`config.mk`:
```
export PLATFORM = sky130hd
export DESIGN_NAME = ub_act_feeder
export DESIGN_NICKNAME = d
export VERILOG_FILES = /design/src/rtl/tpu_pkg.sv /design/src/rtl/sync_fifo.sv /design/src/rtl/ub_act_feeder.sv
export SDC_FILE = /design/constraint.sdc
export NUM_CORES = 2
export LEC_CHECK = 0
export BUFFER_PORTS_ARGS = -buffer_cell sky130_fd_sc_hd__buf_4
export CAP_MARGIN = 20
export CORE_MARGIN = 10
export CORE_UTILIZATION = 58
export CTS_BUF_LIST = sky130_fd_sc_hd__clkbuf_8
export CTS_CLUSTER_DIAMETER = 50
export DETAILED_ROUTE_END_ITERATION = 10
export PLACE_DENSITY_LB_ADDON = 0.1
export SYNTH_ARGS = -nofsm -noshare
export SYNTH_HDL_FRONTEND = slang
export SYNTH_SLANG_ARGS = --single-unit
```
`constraint.sdc`:
```
create_clock -name clk -period 8.6 [get_ports clk]
set_input_delay 0.86 -clock clk [delete_from_list [all_inputs] [get_ports clk]]
set_output_delay 0.86 -clock clk [all_outputs]
set_load 0.005 [all_outputs]
```
`src/rtl/tpu_pkg.sv`:
```
`default_nettype none
// ============================================================================
//  Module      : tpu_pkg
//  Description : Constants and feeder state type shared by the TPU datapath.
//  Revision    : 1.0 - initial release
// ============================================================================
package tpu_pkg;

    localparam int DATA_WIDTH = 256;
    localparam int LANE_W     = 8;
    localparam int ADDR_WIDTH = 8;
    localparam int LANES      = DATA_WIDTH / LANE_W;

    typedef enum logic [1:0] {
        ST_IDLE   = 2'd0,
        ST_RUN    = 2'd1,
        ST_DRAIN  = 2'd2,
        ST_FINISH = 2'd3
    } feeder_state_e;

endpackage
`default_nettype wire

```
`src/rtl/sync_fifo.sv`:
```
`default_nettype none
// ============================================================================
//  Module      : sync_fifo
//  Description : Single-clock FIFO with synchronous clear and occupancy count.
//  Revision    : 1.0 - initial release
// ============================================================================
module sync_fifo #(
    parameter  int WIDTH = 256,
    parameter  int DEPTH = 4,
    localparam int PTR_W = $clog2(DEPTH),
    localparam int CNT_W = $clog2(DEPTH + 1)
) (
    input  logic             clk,
    input  logic             rst_n,
    input  logic             clr_i,
    input  logic             push_i,
    input  logic [WIDTH-1:0] wdata_i,
    input  logic             pop_i,
    output logic [WIDTH-1:0] rdata_o,
    output logic             full_o,
    output logic             empty_o,
    output logic [CNT_W-1:0] count_o
);

    logic [WIDTH-1:0] mem_q [DEPTH];
    logic [PTR_W-1:0] wr_ptr_q;
    logic [PTR_W-1:0] rd_ptr_q;
    logic [CNT_W-1:0] count_q;
    logic             w_do_push;
    logic             w_do_pop;

    assign full_o    = (count_q == CNT_W'(DEPTH));
    assign empty_o   = (count_q == '0);
    assign count_o   = count_q;
    assign rdata_o   = mem_q[rd_ptr_q];
    assign w_do_pop  = pop_i && !empty_o;
    // A full FIFO still accepts a write when the head leaves in the same cycle.
    assign w_do_push = push_i && (!full_o || w_do_pop);

    always_ff @(posedge clk or negedge rst_n) begin
        if (!rst_n) begin
            wr_ptr_q <= '0;
            rd_ptr_q <= '0;
            count_q  <= '0;
        end else if (clr_i) begin
            wr_ptr_q <= '0;
            rd_ptr_q <= '0;
            count_q  <= '0;
        end else begin
            if (w_do_push) begin
                wr_ptr_q <= wr_ptr_q + PTR_W'(1);
            end
            if (w_do_pop) begin
                rd_ptr_q <= rd_ptr_q + PTR_W'(1);
            end
            case ({w_do_push, w_do_pop})
                2'b10:   count_q <= count_q + CNT_W'(1);
                2'b01:   count_q <= count_q - CNT_W'(1);
                default: count_q <= count_q;
            endcase
        end
    end

    always_ff @(posedge clk) begin
        if (w_do_push) begin
            mem_q[wr_ptr_q] <= wdata_i;
        end
    end

endmodule
`default_nettype wire

```
`src/rtl/ub_act_feeder.sv`:
```
`default_nettype none
// ============================================================================
//  Module      : ub_act_feeder
//  Description : Bursts rows out of the unified buffer and streams them to the
//                systolic array as diagonally skewed activation beats.
//  Revision    : 1.0 - initial release
// ============================================================================
module ub_act_feeder
    import tpu_pkg::*;
#(
    parameter int FIFO_DEPTH = 4
) (
    input  logic                  clk,
    input  logic                  rst_n,
    input  logic                  start,
    input  logic [ADDR_WIDTH:0]   base_addr,
    input  logic [ADDR_WIDTH:0]   num_words,
    output logic                  ub_rd_en,
    output logic [ADDR_WIDTH:0]   ub_rd_addr,
    output logic [ADDR_WIDTH:0]   ub_rd_count,
    input  logic [DATA_WIDTH-1:0] ub_rd_data,
    input  logic                  ub_rd_valid,
    output logic                  out_valid,
    input  logic                  out_ready,
    output logic [DATA_WIDTH-1:0] out_data,
    output logic                  out_last,
    output logic                  busy,
    output logic                  done
);

    localparam int                AW         = ADDR_WIDTH + 1;
    localparam int                CNT_W      = $clog2(FIFO_DEPTH + 1);
    localparam int                DRN_W      = $clog2(LANES);
    localparam logic [CNT_W-1:0]  DEPTH_C    = CNT_W'(FIFO_DEPTH);
    localparam logic [DRN_W-1:0]  DRAIN_LAST = DRN_W'(LANES - 2);

    feeder_state_e          state_q, state_d;
    logic                   bank_q, bank_d;
    logic [ADDR_WIDTH-1:0]  next_idx_q, next_idx_d;
    logic [AW-1:0]          req_rem_q, req_rem_d;
    logic [AW-1:0]          pop_rem_q, pop_rem_d;
    logic [CNT_W-1:0]       outstanding_q, outstanding_d;
    logic [DRN_W-1:0]       drain_cnt_q, drain_cnt_d;
    logic                   rd_en_q, rd_en_d;
    logic [AW-1:0]          rd_addr_q, rd_addr_d;
    logic [AW-1:0]          rd_count_q, rd_count_d;
    logic                   out_valid_q, out_valid_d;

    logic                   w_clr;
    logic                   w_adv;
    logic                   w_pop;
    logic                   w_push;
    logic                   w_issue;
    logic [CNT_W-1:0]       w_free;
    logic [AW-1:0]          w_burst;
    logic [CNT_W-1:0]       w_cnt_d;
    logic [DATA_WIDTH-1:0]  w_head;
    logic [DATA_WIDTH-1:0]  w_skew_in;
    logic                   w_full;
    logic                   w_empty;
    logic [CNT_W-1:0]       w_count;

    sync_fifo #(
        .WIDTH (DATA_WIDTH),
        .DEPTH (FIFO_DEPTH)
    ) u_capture_fifo (
        .clk     (clk),
        .rst_n   (rst_n),
        .clr_i   (w_clr),
        .push_i  (w_push),
        .wdata_i (ub_rd_data),
        .pop_i   (w_pop),
        .rdata_o (w_head),
        .full_o  (w_full),
        .empty_o (w_empty),
        .count_o (w_count)
    );

    assign w_adv   = out_valid_q && out_ready;
    assign w_pop   = w_adv && (state_q == ST_RUN);
    assign w_push  = ub_rd_valid && (outstanding_q != '0) && (!w_full || w_pop);
    assign w_free  = DEPTH_C - w_count;
    assign w_burst = (req_rem_q < AW'(w_free)) ? req_rem_q : AW'(w_free);
    // One burst in flight; its slots are reserved up front so pushes never overflow.
    assign w_issue = (state_q == ST_RUN) && (outstanding_q == '0) &&
                     (req_rem_q != '0) && (w_free != '0);

    always_comb begin
        state_d       = state_q;
        bank_d        = bank_q;
        next_idx_d    = next_idx_q;
        req_rem_d     = req_rem_q;
        pop_rem_d     = pop_rem_q;
        outstanding_d = outstanding_q;
        drain_cnt_d   = drain_cnt_q;
        rd_en_d       = 1'b0;
        rd_addr_d     = rd_addr_q;
        rd_count_d    = rd_count_q;
        w_clr         = 1'b0;

        case (state_q)
            ST_IDLE: begin
                if (start) begin
                    bank_d        = base_addr[ADDR_WIDTH];
                    next_idx_d    = base_addr[ADDR_WIDTH-1:0];
                    req_rem_d     = num_words;
                    pop_rem_d     = num_words;
                    outstanding_d = '0;
                    drain_cnt_d   = '0;
                    w_clr         = 1'b1;
                    state_d       = (num_words == '0) ? ST_FINISH : ST_RUN;
                end
            end
            ST_RUN: begin
                if (w_issue) begin
                    rd_en_d       = 1'b1;
                    rd_addr_d     = {bank_q, next_idx_q};
                    rd_count_d    = w_burst;
                    req_rem_d     = req_rem_q - w_burst;
                    next_idx_d    = next_idx_q + w_burst[ADDR_WIDTH-1:0];
                    outstanding_d = CNT_W'(w_burst);
                end else if (w_push) begin
                    outstanding_d = outstanding_q - CNT_W'(1);
                end
                if (w_pop) begin
                    pop_rem_d = pop_rem_q - AW'(1);
                    if (pop_rem_q == AW'(1)) begin
                        state_d     = ST_DRAIN;
                        drain_cnt_d = '0;
                    end
                end
            end
            ST_DRAIN: begin
                if (w_adv) begin
                    if (drain_cnt_q == DRAIN_LAST) begin
                        state_d = ST_FINISH;
                    end else begin
                        drain_cnt_d = drain_cnt_q + DRN_W'(1);
                    end
                end
            end
            default: begin
                state_d = ST_IDLE;
            end
        endcase

        if (w_clr) begin
            w_cnt_d = '0;
        end else begin
            case ({w_push, w_pop})
                2'b10:   w_cnt_d = w_count + CNT_W'(1);
                2'b01:   w_cnt_d = w_count - CNT_W'(1);
                default: w_cnt_d = w_count;
            endcase
        end
        // Registered view of "head available in RUN, or draining".
        out_valid_d = ((state_d == ST_RUN) && (w_cnt_d != '0)) || (state_d == ST_DRAIN);
    end

    always_ff @(posedge clk or negedge rst_n) begin
        if (!rst_n) begin
            state_q       <= ST_IDLE;
            bank_q        <= 1'b0;
            next_idx_q    <= '0;
            req_rem_q     <= '0;
            pop_rem_q     <= '0;
            outstanding_q <= '0;
            drain_cnt_q   <= '0;
            rd_en_q       <= 1'b0;
            rd_addr_q     <= '0;
            rd_count_q    <= '0;
            out_valid_q   <= 1'b0;
        end else begin
            state_q       <= state_d;
            bank_q        <= bank_d;
            next_idx_q    <= next_idx_d;
            req_rem_q     <= req_rem_d;
            pop_rem_q     <= pop_rem_d;
            outstanding_q <= outstanding_d;
            drain_cnt_q   <= drain_cnt_d;
            rd_en_q       <= rd_en_d;
            rd_addr_q     <= rd_addr_d;
            rd_count_q    <= rd_count_d;
            out_valid_q   <= out_valid_d;
        end
    end

    assign w_skew_in = ((state_q == ST_RUN) && !w_empty) ? w_head : '0;

    // Lane i sees the word shifted in i advances ago; lane 0 is the live head.
    for (genvar gi = 0; gi < LANES; gi++) begin : g_lane
        if (gi == 0) begin : g_direct
            assign out_data[0 +: LANE_W] = w_skew_in[0 +: LANE_W];
        end else begin : g_delay
            logic [LANE_W-1:0] sh_q [gi];

            always_ff @(posedge clk or negedge rst_n) begin
                if (!rst_n) begin
                    for (int s = 0; s < gi; s++) begin
                        sh_q[s] <= '0;
                    end
                end else if (w_clr) begin
                    for (int s = 0; s < gi; s++) begin
                        sh_q[s] <= '0;
                    end
                end else if (w_adv) begin
                    sh_q[0] <= w_skew_in[gi*LANE_W +: LANE_W];
                    for (int s = 1; s < gi; s++) begin
                        sh_q[s] <= sh_q[s-1];
                    end
                end
            end

            assign out_data[gi*LANE_W +: LANE_W] = sh_q[gi-1];
        end
    end

    assign ub_rd_en    = rd_en_q;
    assign ub_rd_addr  = rd_addr_q;
    assign ub_rd_count = rd_count_q;
    assign out_valid   = out_valid_q;
    assign out_last    = (state_q == ST_DRAIN) && (drain_cnt_q == DRAIN_LAST);
    assign busy        = (state_q != ST_IDLE);
    assign done        = (state_q == ST_FINISH);

endmodule
`default_nettype wire

```
==> impl_metrics.py <==
metrics = {
    "cts": {
        "cts.sinks": 5056,
        "ctsHoldBuffers": 275,
        "ctsResizeCount": 0,
        "htree_levels": 6,
        "path_clk_slew_ps": 60,
        "ctsRootBufferMaster": "clkbuf_8",
        "cts_tree": "done",
        "cts_buffer_depth": 4,
        "clk_latency_ps": 1230,
        "post_cts_buffers": 0,
        "cts_buffers": 781,
    },
    "layout": {
        "layout_common_cells": "4030 x dfrtp_1, 3972 x a22o_1, 1024 x edfxtp_1, 922 x clkbuf_8, 624 x buf_4",
        "final_common_cell": "dfrtp_1",
        "design_area_sq_um": 204000,
        "drive_above_1_share": 0.169,
        "nFillCells": 21200,
        "area_growth_pct": 13.6,
        "nets": 11700,
    },
    "sta": {
        "fmax_mhz": 210,
        "slew_violations": 0,
        "skew_ps": 84.8,
        "setup_viol": 0,
        "period_share": 0.553,
        "finalCriticalPeriod_ps": 4760,
        "rsz0062_at_grt": "no",
        "hold_violations": 0,
        "worst_slew_pin_slew_ps": 1330,
        "relSlewSlack": 0.112,
        "hold-worst-slack_ps": 168,
        "fin_tns_setup_ps": 0,
    },
    "setup_path": {
        "cp.arrival_ps": 3900,
        "worst_setup_path_end_kind": "primary output",
        "critical_path_required_ps": 7740,
        "reg2regPathDepth": 8,
        "path_class": "reg2out",
        "crit_path_max_fanout": 56,
        "critPathLaunchType": "flip-flop",
    },
    "grt": {
        "grtUsageTotal": 0.214,
        "grt_pass1_wl_um": 590000,
        "grt_max_degree": 254,
        "grt-ovfl-total": 0,
        "grt_pass1_vias": 103000,
        "antenna_found_initial": 64,
    },
    "min_path": {
        "hold_class": "in2reg",
        "min_path_cells": 4,
    },
    "floorplan": {
        "die_h_um": 577,
        "die-area_sq_um": 333000,
        "start_util": 0.582,
        "row_count": 204,
        "core-area_sq_um": 309000,
        "ioPinCount": 558,
        "die_w_um": 577,
    },
    "power_and_ir_drop": {
        "peakVddDrop_mv": 0.300,
        "power.switching_mw": 21.4,
        "p_per_area_nw_per_um2": 339,
        "power_frac_comb": 0.219,
        "cellInternalPower_mw": 47.8,
        "pwr-share-clk": 0.283,
        "seq_power_share": 0.497,
        "p_leak_nw": 94.6,
        "switching_share": 0.309,
    },
    "synthesis": {
        "synth_cells": 10800,
        "synth_flop_cell": "dfrtp_1",
        "synth_edf_count": 1024,
        "synthArstFlopShare": 0.797,
        "yosys.cell_types.count": 55,
        "syn_area_sq_um": 180000,
        "yosysWarnings": 0,
        "syn_area_per_cell_sq_um": 16.6,
        "ys_ff_latch": 5056,
        "synth.yosys.seq_area_share": 0.732,
    },
    "flow_run": {
        "max_cap_violations": 0,
    },
    "detailed_routing": {
        "drc": 0,
        "avgViaCountPerCell": 6.13,
        "wirelength_um": 360000,
        "wl_per_cell_um": 22.2,
        "drtIter0Drc": 9196,
        "ant_nets": 0,
        "dr_total_vias": 99200,
        "first_pass_iters": 5,
    },
    "placement": {
        "dp_hpwl_um": 194000,
        "gp_congestion": 0.776,
        "dpl_cell_area_sq_um": 186000,
        "io_buffers": 557,
    },
    "outcome": {
        "status": "completed",
    },
}
## layout make-up
cell class | count | area (sq um) | share of cell area
clock buffer | 922 | 12700 | 0.0621
timing repair buffer | 968 | 8860 | 0.0434
inverter | 26 | 105 | 0.000514
multi-input combinational | 4571 | 42700 | 0.209
antenna | 35 | 87.6 | 0.000429
clock inverter | 503 | 3050 | 0.0149
tap | 4120 | 5150 | 0.0252
sequential | 5056 | 132000 | 0.644
## synth_stat cells, drive strengths merged, types with 5 or more instances
cell | count | share of area
and2 | 13 | 0.00045
clkbuf | 837 | 0.017
a21o | 6 | 0.00025
nand2 | 62 | 0.0013
nor3 | 10 | 0.00028
a22o | 3972 | 0.19
nand3 | 12 | 0.00033
ha | 30 | 0.0021
nand2b | 9 | 0.00031
mux4 | 256 | 0.032
xnor2 | 5 | 0.00024
a21oi | 30 | 0.00083
mux2i | 5 | 0.00028
o22a | 6 | 0.00029
buf | 358 | 0.013
dfrtp | 4032 | 0.56
edfxtp | 1024 | 0.17
inv | 26 | 0.00054
nor2 | 44 | 0.00096
o21ai | 37 | 0.0010
nor4 | 5 | 0.00017
nor2b | 14 | 0.00049
a31oi | 8 | 0.00028
## critical path, stage by stage, from the launching register on
cell,delay [ps]
dfrtp_4,1010
buf_4,910
mux4_2,440
nor2b_1,160
buf_4,160
## metrics by stage
| step | setup slack (ps) | instances | util | power [mW] |
|---|---|---|---|---|
| 4_1_cts | 3670 | 16200 | 0.661 | 70.0 |
| 5_1_grt | 3630 | 16200 | 0.661 | 73.1 |
| 2_1_floorplan | 262 | 10800 | - | 45.3 |
| 3_3_place_gp | 4280 | 14500 | 0.601 | 49.3 |
| 3_5_place_dp | 4140 | 14500 | 0.601 | 49.8 |
| 6_report | 3840 | 16200 | 0.662 | 69.2 |
## final timing paths
kind	endpoint	slack, ps	startpoint
min in group asynchronous	out_data[243]$_DFFE_PN0P_	240	rst_n
worst min register to register	g_lane[30].g_delay.sh_q[65]$_DFFE_PN0P_	460	g_lane[30].g_delay.sh_q[73]$_DFFE_PN0P_
worst max-delay path	out_data[4]	3840	u_capture_fifo.rd_ptr_q[1]$_DFFE_PN0P_
worst max register to register	u_capture_fifo.mem_q[2][228]$_DFFE_PP_	4270	u_capture_fifo.count_o[0]$_DFFE_PN0P_
max in group asynchronous	g_lane[14].g_delay.sh_q[74]$_DFFE_PN0P_	5960	rst_n
worst min-delay path	pop_rem_q[6]$_DFFE_PN0P_	170	num_words[6]
## flip-flops by register name, summed over array words and instances (netlist names)
signal	count
g_lane.g_delay.sh_q	3728
u_capture_fifo.mem_q	1024
out_data	240
pop_rem_q	9
req_rem_q	9
ub_rd_addr	9
ub_rd_count	9
next_idx_q	8
drain_cnt_q	5
outstanding_q	3
u_capture_fifo.count_o	3
state_q	2
u_capture_fifo.rd_ptr_q	2
u_capture_fifo.wr_ptr_q	2
bank_q	1
out_valid	1
ub_rd_en	1
## power groups by stage
stage / combinational, mW / sequential (mW) / clock [mW]
6_report: 15.2 / 34.4 / 19.6
5_1_grt: 16.7 / 35.1 / 21.4
4_1_cts: 15.3 / 34.4 / 20.2
3_5_place_dp: 15.1 / 34.7 / 0
3_3_place_gp: 14.8 / 34.6 / 0
2_1_floorplan: 11.7 / 33.6 / 0
## metal layers
metal / routed length, um / part of all wire / global-route usage
met2: 164000 / 0.46 / 0.314
met5: 355 / 0.00099 / 0
met3: 20200 / 0.056 / 0.0475
met1: 167000 / 0.46 / 0.329
met4: 8280 / 0.023 / 0.0590
## logic make-up after synthesis
group | Yosys count | share of synthesized area
other | 1 | 0.0000209
adders and majority gates | 32 | 0.00231
AOI/OAI and AO/OA | 4080 | 0.197
DFF | 5056 | 0.732
buffers and inverters | 1221 | 0.0305
and+or+nand+nor | 183 | 0.00490
muxes | 263 | 0.0325
xor gates and xnor gates | 9 | 0.000438
(Power assumes the default switching activity.)
